<file path="src/rtl/string_hw_ctrl_if.sv">
// Avalon-MM slave bus between the host and the string accelerator controller.
// The host side drives the strobes and data; the controller returns read data and the interrupt.
interface string_hw_ctrl_if;
  logic        chipselect;
  logic [3:0]  address;
  logic        write;
  logic [31:0] writedata;
  logic        read;
  logic [31:0] readdata;
  logic        irq;

  modport master (
    output chipselect, address, write, writedata, read,
    input  readdata, irq
  );

  modport slave (
    input  chipselect, address, write, writedata, read,
    output readdata, irq
  );
endinterface

</file>
<file path="src/rtl/string_hw_ctrl.sv">
// Host-facing controller for a string accelerator.
// Holds the A/B operands and the RESULT words, and hands one operation at a time to the accelerator.
// Each operation is a go/done four-phase handshake. A cycle budget guards both done edges;
// when it runs out the accelerator gets a one-cycle reset and the error flag is set.
module string_hw_ctrl #(
  parameter int MAX_BLOCKS = 2,
  parameter int TIMEOUT    = 1000
) (
  input  logic                      clk,
  input  logic                      reset_n,
  string_hw_ctrl_if.slave           bus,
  output logic                      acc_go,
  output logic [3:0]                acc_index,
  output logic [7:0]                acc_length,
  output logic [MAX_BLOCKS*32-1:0]  acc_A,
  output logic [MAX_BLOCKS*32-1:0]  acc_B,
  input  logic                      acc_done,
  input  logic [MAX_BLOCKS*32-1:0]  acc_result,
  output logic                      acc_reset
);

  localparam int CW = (TIMEOUT > 1) ? $clog2(TIMEOUT) : 1;
  localparam logic [CW-1:0] LAST_COUNT = CW'(TIMEOUT - 1);

  typedef enum logic [1:0] {IDLE, WAIT_DONE, RELEASE, ABORT} state_t;

  state_t                   state;
  logic [CW-1:0]            counter;
  logic                     done_flag;
  logic                     err;
  logic                     irq_en;
  logic [3:0]               index_reg;
  logic [7:0]               length_reg;
  logic                     acc_reset_q;
  logic [MAX_BLOCKS*32-1:0] a_reg;
  logic [MAX_BLOCKS*32-1:0] b_reg;
  logic [MAX_BLOCKS*32-1:0] result_reg;
  logic [31:0]              read_word;

  logic wr_en;
  logic rd_en;
  logic ctrl_wr;
  logic busy;

  assign wr_en   = bus.chipselect & bus.write;
  assign rd_en   = bus.chipselect & bus.read;
  assign ctrl_wr = wr_en && (bus.address == 4'd0);
  assign busy    = (state != IDLE);

  assign acc_A      = a_reg;
  assign acc_B      = b_reg;
  assign acc_index  = index_reg;
  assign acc_length = length_reg;
  assign acc_reset  = acc_reset_q | ~reset_n;
  assign bus.irq    = done_flag & irq_en;

  // Operand words are writable only while idle so they stay stable for the accelerator.
  always_ff @(posedge clk or negedge reset_n) begin
    if (!reset_n) begin
      a_reg <= '0;
      b_reg <= '0;
    end else if (wr_en && !busy) begin
      for (int k = 0; k < MAX_BLOCKS; k++) begin
        if (int'(bus.address) == k + 1)
          a_reg[k*32 +: 32] <= bus.writedata;
        if (int'(bus.address) == MAX_BLOCKS + 1 + k)
          b_reg[k*32 +: 32] <= bus.writedata;
      end
    end
  end

  // Handshake FSM together with the control fields, flags, timeout counter and result capture.
  always_ff @(posedge clk or negedge reset_n) begin
    if (!reset_n) begin
      state       <= IDLE;
      counter     <= '0;
      acc_go      <= 1'b0;
      acc_reset_q <= 1'b0;
      done_flag   <= 1'b0;
      err         <= 1'b0;
      irq_en      <= 1'b0;
      index_reg   <= '0;
      length_reg  <= '0;
      result_reg  <= '0;
    end else begin
      acc_reset_q <= 1'b0;
      if (ctrl_wr) begin
        irq_en <= bus.writedata[3];
        if (bus.writedata[1]) begin
          done_flag <= 1'b0;
          err       <= 1'b0;
        end
        if (state == IDLE) begin
          index_reg  <= bus.writedata[7:4];
          length_reg <= bus.writedata[15:8];
        end
      end
      case (state)
        IDLE: begin
          acc_go <= 1'b0;
          if (ctrl_wr && bus.writedata[0]) begin
            if (bus.writedata[7:4] <= 4'd4) begin
              done_flag <= 1'b0;
              err       <= 1'b0;
              counter   <= '0;
              acc_go    <= 1'b1;
              state     <= WAIT_DONE;
            end else begin
              err       <= 1'b1;
              done_flag <= 1'b1;
            end
          end
        end
        WAIT_DONE: begin
          if (acc_done) begin
            result_reg <= acc_result;
            counter    <= '0;
            acc_go     <= 1'b0;
            state      <= RELEASE;
          end else if (counter == LAST_COUNT) begin
            acc_go      <= 1'b0;
            acc_reset_q <= 1'b1;
            state       <= ABORT;
          end else begin
            counter <= counter + 1'b1;
          end
        end
        RELEASE: begin
          acc_go <= 1'b0;
          if (!acc_done) begin
            done_flag <= 1'b1;
            state     <= IDLE;
          end else if (counter == LAST_COUNT) begin
            acc_reset_q <= 1'b1;
            state       <= ABORT;
          end else begin
            counter <= counter + 1'b1;
          end
        end
        ABORT: begin
          acc_go    <= 1'b0;
          err       <= 1'b1;
          done_flag <= 1'b1;
          state     <= IDLE;
        end
        default: begin
          acc_go <= 1'b0;
          state  <= IDLE;
        end
      endcase
    end
  end

  // Read mux over STATUS, A, B and RESULT; unmapped addresses return zero.
  always_comb begin
    read_word = '0;
    if (bus.address == 4'd0)
      read_word = {16'h0000, length_reg, index_reg, irq_en, err, done_flag, busy};
    for (int k = 0; k < MAX_BLOCKS; k++) begin
      if (int'(bus.address) == k + 1)
        read_word = a_reg[k*32 +: 32];
      if (int'(bus.address) == MAX_BLOCKS + 1 + k)
        read_word = b_reg[k*32 +: 32];
      if (int'(bus.address) == 2*MAX_BLOCKS + 1 + k)
        read_word = result_reg[k*32 +: 32];
    end
  end

  // Registered read data, valid the cycle after the read strobe.
  always_ff @(posedge clk or negedge reset_n) begin
    if (!reset_n)
      bus.readdata <= '0;
    else if (rd_en)
      bus.readdata <= read_word;
  end

endmodule

</file>
<file path="src/flat_wrapper.sv">
// flat-port wrapper written by rule: the top's interface ports become plain ports
module string_hw_ctrl_flat 
#(
  parameter int MAX_BLOCKS = 2,
  parameter int TIMEOUT    = 1000
)
  (clk, reset_n, acc_go, acc_index, acc_length, acc_A, acc_B, acc_done, acc_result, acc_reset, bus_chipselect, bus_address, bus_write, bus_writedata, bus_read, bus_readdata, bus_irq);
  string_hw_ctrl_if bus_i ();
  input  logic clk;
  input  logic reset_n;
  output logic acc_go;
  output logic [3:0] acc_index;
  output logic [7:0] acc_length;
  output logic [MAX_BLOCKS*32-1:0] acc_A;
  output logic [MAX_BLOCKS*32-1:0] acc_B;
  input  logic acc_done;
  input  logic [MAX_BLOCKS*32-1:0] acc_result;
  output logic acc_reset;
  input wire logic [$bits(bus_i.chipselect)-1:0] bus_chipselect;
  input wire logic [$bits(bus_i.address)-1:0] bus_address;
  input wire logic [$bits(bus_i.write)-1:0] bus_write;
  input wire logic [$bits(bus_i.writedata)-1:0] bus_writedata;
  input wire logic [$bits(bus_i.read)-1:0] bus_read;
  output wire logic [$bits(bus_i.readdata)-1:0] bus_readdata;
  output wire logic [$bits(bus_i.irq)-1:0] bus_irq;
  assign bus_i.chipselect = bus_chipselect;
  assign bus_i.address = bus_address;
  assign bus_i.write = bus_write;
  assign bus_i.writedata = bus_writedata;
  assign bus_i.read = bus_read;
  assign bus_readdata = bus_i.readdata;
  assign bus_irq = bus_i.irq;
  string_hw_ctrl #(.MAX_BLOCKS(MAX_BLOCKS), .TIMEOUT(TIMEOUT)) u_core (.clk(clk), .reset_n(reset_n), .bus(bus_i), .acc_go(acc_go), .acc_index(acc_index), .acc_length(acc_length), .acc_A(acc_A), .acc_B(acc_B), .acc_done(acc_done), .acc_result(acc_result), .acc_reset(acc_reset));
endmodule
</file>
<file path="config.mk">
export PLATFORM = sky130hd
export DESIGN_NAME = string_hw_ctrl_flat
export DESIGN_NICKNAME = d
export VERILOG_FILES = /design/src/rtl/string_hw_ctrl_if.sv /design/src/rtl/string_hw_ctrl.sv /design/src/flat_wrapper.sv
export SDC_FILE = /design/constraint.sdc
export NUM_CORES = 1
export LEC_CHECK = 0
export BUFFER_PORTS_ARGS = -buffer_cell sky130_fd_sc_hd__buf_2
export CAP_MARGIN = 20
export CORE_MARGIN = 2
export CORE_UTILIZATION = 48
export DETAILED_ROUTE_END_ITERATION = 12
export GPL_TIMING_DRIVEN = 0
export PLACE_DENSITY = 0.76
export SYNTH_ARGS = -nofsm -noshare
export SYNTH_HDL_FRONTEND = slang
export SYNTH_SLANG_ARGS = --single-unit
</file>
<file path="constraint.sdc">
create_clock -name clk -period 2.15 [get_ports clk]
set_clock_uncertainty 0.1 [all_clocks]
set_input_delay 0.1075 -clock clk [delete_from_list [all_inputs] [get_ports clk]]
set_output_delay 0.1075 -clock clk [all_outputs]
set_load 0.02 [all_outputs]
</file>
==> results.md <==
* Remaining DRCs at 0
* Vias in the first global route at 10.0k
* Clock latency on the worst-skew pair at 0.55 ns
* Slew headroom at 0.232
* Starting Density at 0.487
* Syn nets at 1,051
* Final std cells w/o fill at 1,713
* Avg Cell Area, Syn at 12.1 µm²
* Post-Synth Simple-Gate Area at 0.0766
* Hold Path Class: in2async
* Max Slew Vio Count at 0
* Worst setup EP type: register
* Yosys Warn Count at 0
* Routed wire length at 39,600 µm
* Commonest cells post-synth: dfrtp_1, mux2_2, nand2_1, nor2_1, a21oi_1
* Clock Tree Buf Depth at 3
* TritonCTS Sinks at 253
* HPWL after DPL at 25,900 µm
* Core Footprint at 0.0233 mm²
* Setup TNS at 0 ns
* I/O pin cnt at 281
* Part of the power in registers at 0.400
* Max Fclk at 470 MHz
* Router iterations before antenna repair at 5
* DRT iter0 DRCs at 754
* R2R depth at 8
* Most used standard cell by instance count after synthesis: dfrtp_1
* Clk root buf: clkbuf_16
* Worst slew pin tran at 1.15 ns
* Layout area overhead at 37.6%
* Vias at 9,913
* P_int at 12.2 mW
* Top FF cell, synth: dfrtp_1
* FILL cells at 1,717
* Failing checks: negative hold slack
* Sequential area share after synthesis at 0.557
* Switching Share at 0.345
* Gate power share at 0.317
* Switching power at 6.43 mW
* Bufs and invs on worst path at 2
* CTS H-tree depth at 1
* Reg clk slew, reported paths at 0.06 ns
* Mux cell area share after synthesis at 0.229
* Crit Path Category: in2reg
* Synth Area in Adders at 0.00661
* Synth Instances at 939
* P_leak at 7.55 nW
* Instance count on the critical path at 7
* Distinct cells, synth at 50
* Tcrit/Tclk final at 0.989
* Worst Path Required at 2.52 ns
* Xor/xnor share of the synthesized area at 0
* Detail Route Antenna Nets at 0
* Initial antenna violation count at 5
* Row cnt at 56
* Final #Nets at 1,479
* Outcome: complete, but fails checks
* Fin. Hold Viols at 3
* Share of cells above drive strength 1 at 0.425
* Post-synth top area cell: dfrtp_1
* First-pass GRT wire length at 58,100 µm
* Maximum VDD drop at 0.832 mV
* Synth area leaders: dfrtp_1, mux2_2, mux2i_1, nand2_1, a21oi_1
* Critical Path AT at 2.49 ns
* GRT Residual Overflow at 0
* Die height at 158 µm
* Tmin final at 2.13 ns
* Max-cap violations at 0
* Slowest CP cell: nor2_1
* Die ar. at 0.0249 mm²
* PwrDens at 1190 mW/mm²
* Crit start category: input port
* Largest net degree at the start of global routing at 115
* Clk pwr share at 0.282
* Die W at 158 µm
* Crit-path max FO at 10
* Final hold slack at -0.00143 ns
* Post-synth top area share at 0.557
* CP top delay family: simple AND/OR/NAND/NOR gates
* Gpl congestion at 0.887
* DR vias/cell at 5.79
* Mapped Area at 0.0114 mm²
* WL per Instance at 23.1 µm
* Slowest stage delay, CP at 0.74 ns
* Most frequent CP cell: nor2_1
* Number of synthesized flops with an enable pin at 0
* Synth Area in Compound Gates at 0.107
* Setup violators final at 0
* # placed instances at 1,541
* CTS Buf Count at 28
* Flop and latch count out of synthesis at 253
* Post-synth ARST share at 1.00
* Global Route Usage Sum at 0.311
* Cell Chain, Critical Path: buf_2, clkbuf_1, nand2b_1, nor2_1, nor2_1, o21ai_0, o22ai_1
* I/O Buffers at 280
* Largest family of logic cells by synthesized area: multiplexers
* CTS tree: built
final cells by class:
cell class | instances | area, µm² | share of cell area
Antenna cell | 5 | 12.5 | 0.000801
Inverter | 7 | 26.3 | 0.00168
Buffer | 58 | 357 | 0.0228
Multi-Input combinational cell | 621 | 4850 | 0.310
Tap cell | 319 | 399 | 0.0255
Clock buffer | 41 | 820 | 0.0524
Sequential cell | 253 | 6330 | 0.405
Timing Repair Buffer | 398 | 2640 | 0.169
Clock inverter | 11 | 198 | 0.0127
power groups by stage:
| stage | Sequential (mW) | Combinational (mW) | Clock, mW |
|---|---|---|---|
| floorplan | 8.37 | 2.46 | 0 |
| global placement | 7.39 | 5.32 | 0 |
| detailed placement | 7.46 | 5.49 | 0 |
| CTS | 7.40 | 5.80 | 5.27 |
| global route | 7.63 | 6.30 | 5.49 |
| finish | 7.47 | 5.92 | 5.27 |
routing by layer:
layer,routed length (µm),part of all wire,track usage
met3,3450,0.087,0.0605
met5,0,0,0
met4,1710,0.043,0.144
met2,18600,0.47,0.499
met1,15800,0.40,0.409
worst reg2reg max path, stage by stage (launching register included):
cell and delay, ns:
dfrtp_1 0.42, inv_2 0.10, ha_4 0.15, nand3_4 0.08, or2_4 0.27, nor3_4 0.18, buf_6 0.18, buf_12 0.16
mux2_2 0.36
stage by stage:
stage | total power [mW] | utilization | cell area, µm² | worst slack [ns]
after floorplan | 10.8 | - | 11400 | -0.0133
after global placement | 12.7 | 0.565 | 13200 | -3.66
after detailed placement | 13.0 | 0.568 | 13300 | -0.878
after CTS | 18.5 | 0.664 | 15500 | 0.0339
after global routing | 19.4 | 0.670 | 15600 | -0.0170
final | 18.7 | 0.670 | 15600 | 0.0237
kinds of logic after synthesis:
logic type | after synthesis
and+or+nand+nor | 192
DFF | 253
buffers and inverters | 65
muxes | 234
AOI/OAI and AO/OA | 189
adders and majority gates | 6
path summary, 6_finish.rpt:
check / end / slack [ns] / startpoint
worst max-delay path: u_core.bus.readdata[8]$_DFFE_PN0P_ / 0.02 / bus_address[3]
worst min-delay path: u_core.acc_B[9]$_DFFE_PN0P_ / -0.001 / reset_n
worst max register to register: u_core.acc_A[26]$_DFFE_PN0P_ / 0.03 / u_core.state[0]$_DFFE_PN0P_
worst min register to register: u_core.bus.readdata[26]$_DFFE_PN0P_ / 0.37 / u_core.bus.readdata[26]$_DFFE_PN0P_
max in group asynchronous: u_core.acc_B[22]$_DFFE_PN0P_ / 1.21 / reset_n
min in group clk: u_core.state[0]$_DFFE_PN0P_ / 0.05 / bus_address[2]
cell usage in the layout, fill, tap and decap left out, types with 4 or more instances in the layout:
cell type	n
o31ai_1	4
buf_6	6
nand2_1	71
a31oi_1	4
clkbuf_8	7
inv_1	5
dfrtp_1	253
mux2i_1	30
clkbuf_4	4
and3_1	6
o2111ai_1	10
a2bb2oi_1	4
a22oi_1	9
clkbuf_16	30
nand3_1	16
clkbuf_1	34
nor2_1	55
o21ai_0	43
o21a_1	11
o22ai_1	5
o21ai_1	4
diode_2	5
o211ai_1	14
buf_2	289
mux2_1	7
a21oi_1	52
mux2_2	196
nand2b_1	5
bufinv_16	5
ha_1	4
o221ai_1	11
nor3_1	10
o41ai_1	7
clkbuf_2	6
dlygate4sd3_1	102
buf_4	11
what timing repair did:
item	in CTS	in global routing
gates resized for setup	34	34
endpoints found under the hold margin	469	0
gates cloned	0	1
buffers inserted	8	3
pin swaps	2	2
endpoints found under the setup margin	186	104
hold buffers	103	0
Note: power is estimated with default switching activity, not from simulation.
